### src/rtl/floor_scroll_renderer.sv
// Floor-band pixel stage: maps (hcount, vcount) to an 8x8 tile texel with a per-frame
// horizontal scroll, then registers the returned ROM colour alongside the delayed video flags.
module floor_scroll_renderer #(
    parameter int          FLOOR_TOP  = 400,
    parameter int          SCALE_LOG2 = 2,
    parameter logic [11:0] BG_COLOR   = 12'h000
) (
    input  logic       clk,
    input  logic       reset,
    input  logic [9:0] hcount,
    input  logic [9:0] vcount,
    input  logic       video_on,
    input  logic       frame_start,
    input  logic       scroll_en,
    input  logic       scroll_dir,
    input  logic [3:0] scroll_speed,
    output logic [2:0] rom_row,
    output logic [2:0] rom_col,
    input  logic [3:0] rom_r,
    input  logic [3:0] rom_g,
    input  logic [3:0] rom_b,
    output logic [3:0] R,
    output logic [3:0] G,
    output logic [3:0] B,
    output logic       pix_valid,
    output logic       floor_hit
);

    localparam logic [9:0] FLOOR_TOP_V = 10'(FLOOR_TOP);

    logic [9:0]  scroll_x_q, scroll_x_d;
    logic [2:0]  rom_row_q, rom_row_d;
    logic [2:0]  rom_col_q, rom_col_d;
    logic        on_d1_q, on_d1_d;
    logic        in_floor_d1_q, in_floor_d1_d;
    logic [11:0] rgb_q, rgb_d;
    logic        pix_valid_q, pix_valid_d;
    logic        floor_hit_q, floor_hit_d;

    logic [9:0]  u;
    logic [9:0]  v;

    // Scroll offset only moves on the frame boundary, so a frame is always drawn with one offset.
    always_comb begin
        scroll_x_d = scroll_x_q;
        if (frame_start && scroll_en) begin
            if (scroll_dir)
                scroll_x_d = scroll_x_q - {6'd0, scroll_speed};
            else
                scroll_x_d = scroll_x_q + {6'd0, scroll_speed};
        end
    end

    // Stage 1: texel address; the 10-bit add wraps cleanly since the tile period divides 1024.
    always_comb begin
        u             = hcount + scroll_x_q;
        v             = vcount - FLOOR_TOP_V;
        rom_col_d     = 3'((u >> SCALE_LOG2) & 10'd7);
        rom_row_d     = 3'((v >> SCALE_LOG2) & 10'd7);
        on_d1_d       = video_on;
        in_floor_d1_d = (vcount >= FLOOR_TOP_V);
    end

    // Stage 2: select colour source using the flags that travelled with the address.
    always_comb begin
        rgb_d = 12'h000;
        if (on_d1_q) begin
            if (in_floor_d1_q)
                rgb_d = {rom_r, rom_g, rom_b};
            else
                rgb_d = BG_COLOR;
        end
        pix_valid_d = on_d1_q;
        floor_hit_d = on_d1_q & in_floor_d1_q;
    end

    always_ff @(posedge clk) begin
        if (reset) begin
            scroll_x_q    <= 10'd0;
            rom_row_q     <= 3'd0;
            rom_col_q     <= 3'd0;
            on_d1_q       <= 1'b0;
            in_floor_d1_q <= 1'b0;
            rgb_q         <= 12'h000;
            pix_valid_q   <= 1'b0;
            floor_hit_q   <= 1'b0;
        end else begin
            scroll_x_q    <= scroll_x_d;
            rom_row_q     <= rom_row_d;
            rom_col_q     <= rom_col_d;
            on_d1_q       <= on_d1_d;
            in_floor_d1_q <= in_floor_d1_d;
            rgb_q         <= rgb_d;
            pix_valid_q   <= pix_valid_d;
            floor_hit_q   <= floor_hit_d;
        end
    end

    assign rom_row   = rom_row_q;
    assign rom_col   = rom_col_q;
    assign R         = rgb_q[11:8];
    assign G         = rgb_q[7:4];
    assign B         = rgb_q[3:0];
    assign pix_valid = pix_valid_q;
    assign floor_hit = floor_hit_q;

endmodule

### config.mk
export PLATFORM = sky130hd
export DESIGN_NAME = floor_scroll_renderer
export DESIGN_NICKNAME = d
export VERILOG_FILES = /design/src/rtl/floor_scroll_renderer.sv
export SDC_FILE = /design/constraint.sdc
export NUM_CORES = 1
export LEC_CHECK = 0
export ABC_AREA = 1
export ABC_CLOCK_PERIOD_IN_PS = 2850
export CAP_MARGIN = 20
export CORE_UTILIZATION = 43
export DETAILED_ROUTE_END_ITERATION = 12
export MAX_ROUTING_LAYER = met4
export PLACE_DENSITY = 0.84
export SYNTH_ARGS = -nofsm -noshare
export SYNTH_HDL_FRONTEND = slang
export SYNTH_SLANG_ARGS = --single-unit
export TNS_END_PERCENT = 100
### constraint.sdc
create_clock -name clk -period 2.85 [get_ports clk]
set_input_delay 0.57 -clock clk [delete_from_list [all_inputs] [get_ports clk]]
set_output_delay 0.57 -clock clk [all_outputs]
set_load 0.02 [all_outputs]
==> impl_results.md <==
* # placed instances at 232
* FILL cells at 219
* Post-Route WL at 2590 um
* Hold depth at 2
* Post-DP Area at 1830 um^2
* Initial core utilization at 45.9%
* Die ar. at 3190 um^2
* Minimum clock period at 2.24 ns
* CTS tree: done
* DR WL/cell at 11.0 um
* Setup tns final at 0 ns
* FF-to-FF End: scroll_x_q[4]
* Clk Latency, worst-skew pair at 0.32 ns
* Leak Pwr at 0.000873 uW
* Diode count at 0
* Max-slew headroom at 62.5%
* Mux contribution to synthesized area at 0%
* Max Cap Viol at 0
* Finished Cell Area at 1860 um^2
* Synth area leader: dfxtp_1
* Status: finished, final reports clean
* Non-Filler Instances at 236
* Num CTS Buffers at 3
* Slew Limit Fails at 0
* Hold-fix buffers at CTS at 0
* F_max at 0.446 GHz
* Core area at 2780 um^2
* Post-synth ARST share at 0%
* Startpoint types: input pin
* Die Y at 56.5 um
* CP Capture Type: flop
* Initial DRC count at 27
* Hpwl dp at 2160 um
* Number of global-route vias before repair at 1076
* Clk sink count at 27
* Adder-cell area share of the yosys netlist at 9.41%
* Primary FF master, synth: dfxtp_1
* Final Hold Fails at 0
* Area occupied by registers at 541 um^2
* IO Port Bufs at 54
* Critical R2R Launch: scroll_x_q[0]
* Post-synth cell types at 24
* Total gr overflow at 0
* Post-synth EDFFs at 0
* Power per cell area at 409 nW/um^2
* Residual DRC at 0
* Flop2flop setup slack at 1.31 ns
* Worst slew pin tran at 0.561 ns
* Die width at 56.5 um
* FP Rows at 19
* Post-CTS Setup Bufs at 0
* Period utilisation layout at 78.7%
* Total iterations of the first detailed-routing run at 4
* Worst VDD drop at 0.388 mV
* CP max FO at 4
* Remaining antenna violation count after routing at 0
* Synthesized flop and latch total at 27
* Top cells by area, synth: dfxtp_1, nor2_4, ha_1, inv_1, nor2_1
* Post-synthesis cell count at 149
* Mean Syn Cell Area at 8.57 um^2
* Setup violators final at 0
* H-Tree Depth at 1
* I/O pin count at 62
* Hold wc startpoint: on_d1_q
* Share of layout cells above drive strength 1 at 11.7%
* Sequential fraction of the synthesis area at 42.4%
* Unrepaired setup endpoints after global routing: no
* Post-Synth Simple-Gate Area at 27.0%
* Syn-to-layout area delta at 46.0%
* Crit path from: scroll_speed[0]
* CP endpoint: scroll_x_q[3]
* Largest family of logic cells by synthesized area: simple AND/OR/NAND/NOR gates
* CP Data Arrival Time at 2.48 ns
* Vias at 1099
* CP Class: in -> reg
* Most frequent cell after synthesis: dfxtp_1
* Largest net degree at the start of global routing at 17
* Share of the synthesized area in the top cell type at 42.4%
* Area of the multi-input gates at 583 um^2
* Worst EP required at 3.09 ns
* Vias per cell at 4.66
* Xor and xnor area share after synthesis at 2.75%
* CTS clock-pin slew for the worst setup and hold paths at 0.14 ns
* Placer congestion estimate at 0.701
* GR Util All Layers at 18.1%
* Clk root buf: clkbuf_4
* Initial antenna violation count at 0
* CTS resizes at 0
* Net count after synthesis at 200
* Synth Area in Compound Gates at 6.57%
* First-pass GRT wire length at 4390 um
* Setup Skew at 0.00307 ns
* Fin nets at 257
* Clock Tree Buf Depth at 2
* Synth Warn # at 0
* R2R depth at 11
* Hold Crit Class: reg -> reg
* Synthesized cell area at 1280 um^2
* Most frequent cells after synthesis: dfxtp_1, inv_1, nor2_1, nand2_1, nor2_4
==> how the worst min path moves through the flow <==
stage / endpoint / slack, ns
global route: pix_valid / 0.54
finish: pix_valid / 0.52
floorplan: rgb_q[0] / 0.46
detailed placement: pix_valid / 0.50
CTS: pix_valid / 0.53
global placement: pix_valid / 0.50
==> stage by stage <==
step	total power [uW]	utilization (%)	setup WS, ns	hold slack (ns)
global placement	595	65.9	0.292	0.501
finish	762	67.0	0.607	0.521
CTS	768	67.0	0.611	0.526
floorplan	519	-	0.902	0.457
global route	800	67.0	0.445	0.542
detailed placement	605	65.9	0.266	0.504
==> state kept, by name (all words and copies together) (netlist names) <==
name,cells
rgb_q,12
scroll_x_q,5
rom_col,3
rom_row,3
floor_hit,1
in_floor_d1_q,1
on_d1_q,1
pix_valid,1
==> logic make-up (layout without fill, tap and decap cells) <==
group | Yosys count | count (layout)
buffers and inverters | 33 | 89
DFF | 27 | 27
adders and majority gates | 9 | 9
xor gates and xnor gates | 4 | 4
AOI/OAI and AO/OA | 16 | 16
and+or+nand+nor | 60 | 60
==> routing by layer <==
metal  routed length [um]  GRT usage (%)  vias to the layer above
met4                   19           6.27                        0
met5                    0              -                        -
met3                  105           3.69                        2
li1                     -              -                      564
met2                 1430           33.8                       24
met1                 1030           18.4                      509
==> final cells by class <==
| class | count | share of cell area, % |
|---|---|---|
| Clock inverter | 1 | 0.403 |
| Multi-Input combinational cell | 89 | 31.3 |
| Timing Repair Buffer | 54 | 29.0 |
| Clock buffer | 3 | 1.21 |
| Tap cell | 31 | 2.08 |
| Sequential cell | 27 | 29.0 |
| Inverter | 31 | 6.98 |
==> worst max-delay path, cell delays in order <==
cell and delay (ns):
clkdlybuf4s50_1 0.48, inv_1 0.06, ha_1 0.23, xnor2_1 0.13
o21ai_0 0.18, ha_1 0.31, a21oi_1 0.21, a21oi_1 0.09
nor2_1 0.08, nand2_1 0.06, nand2_1 0.05, inv_1 0.03
==> where the power goes <==
part           internal [uW]  total [uW]  switching [uW]
clock network           53.6         165             111
registers                395         405            9.47
logic                    101         192            90.7
total                    550         762             211
==> cells in the final DEF, fill, tap and decap left out <==
cell type,synthesis,layout
a21oi_1,7,7
nand3_1,5,5
nor2_1,23,23
nand3_2,2,2
clkdlybuf4s50_1,0,54
nand2_2,4,4
a21o_1,1,1
xnor2_1,3,3
inv_1,26,26
nand2_1,13,13
clkinv_1,1,1
nor2_8,1,1
dfxtp_1,27,27
fa_1,1,1
bufinv_8,1,1
inv_2,3,3
nor2_4,9,9
nand4_1,1,1
ha_1,8,8
xor2_1,1,1
a31oi_1,1,1
clkbuf_4,0,3
clkinvlp_4,0,1
and2_1,1,1
o21ai_0,7,7
nor3_1,1,1
Power figures use the tool's default switching activity.
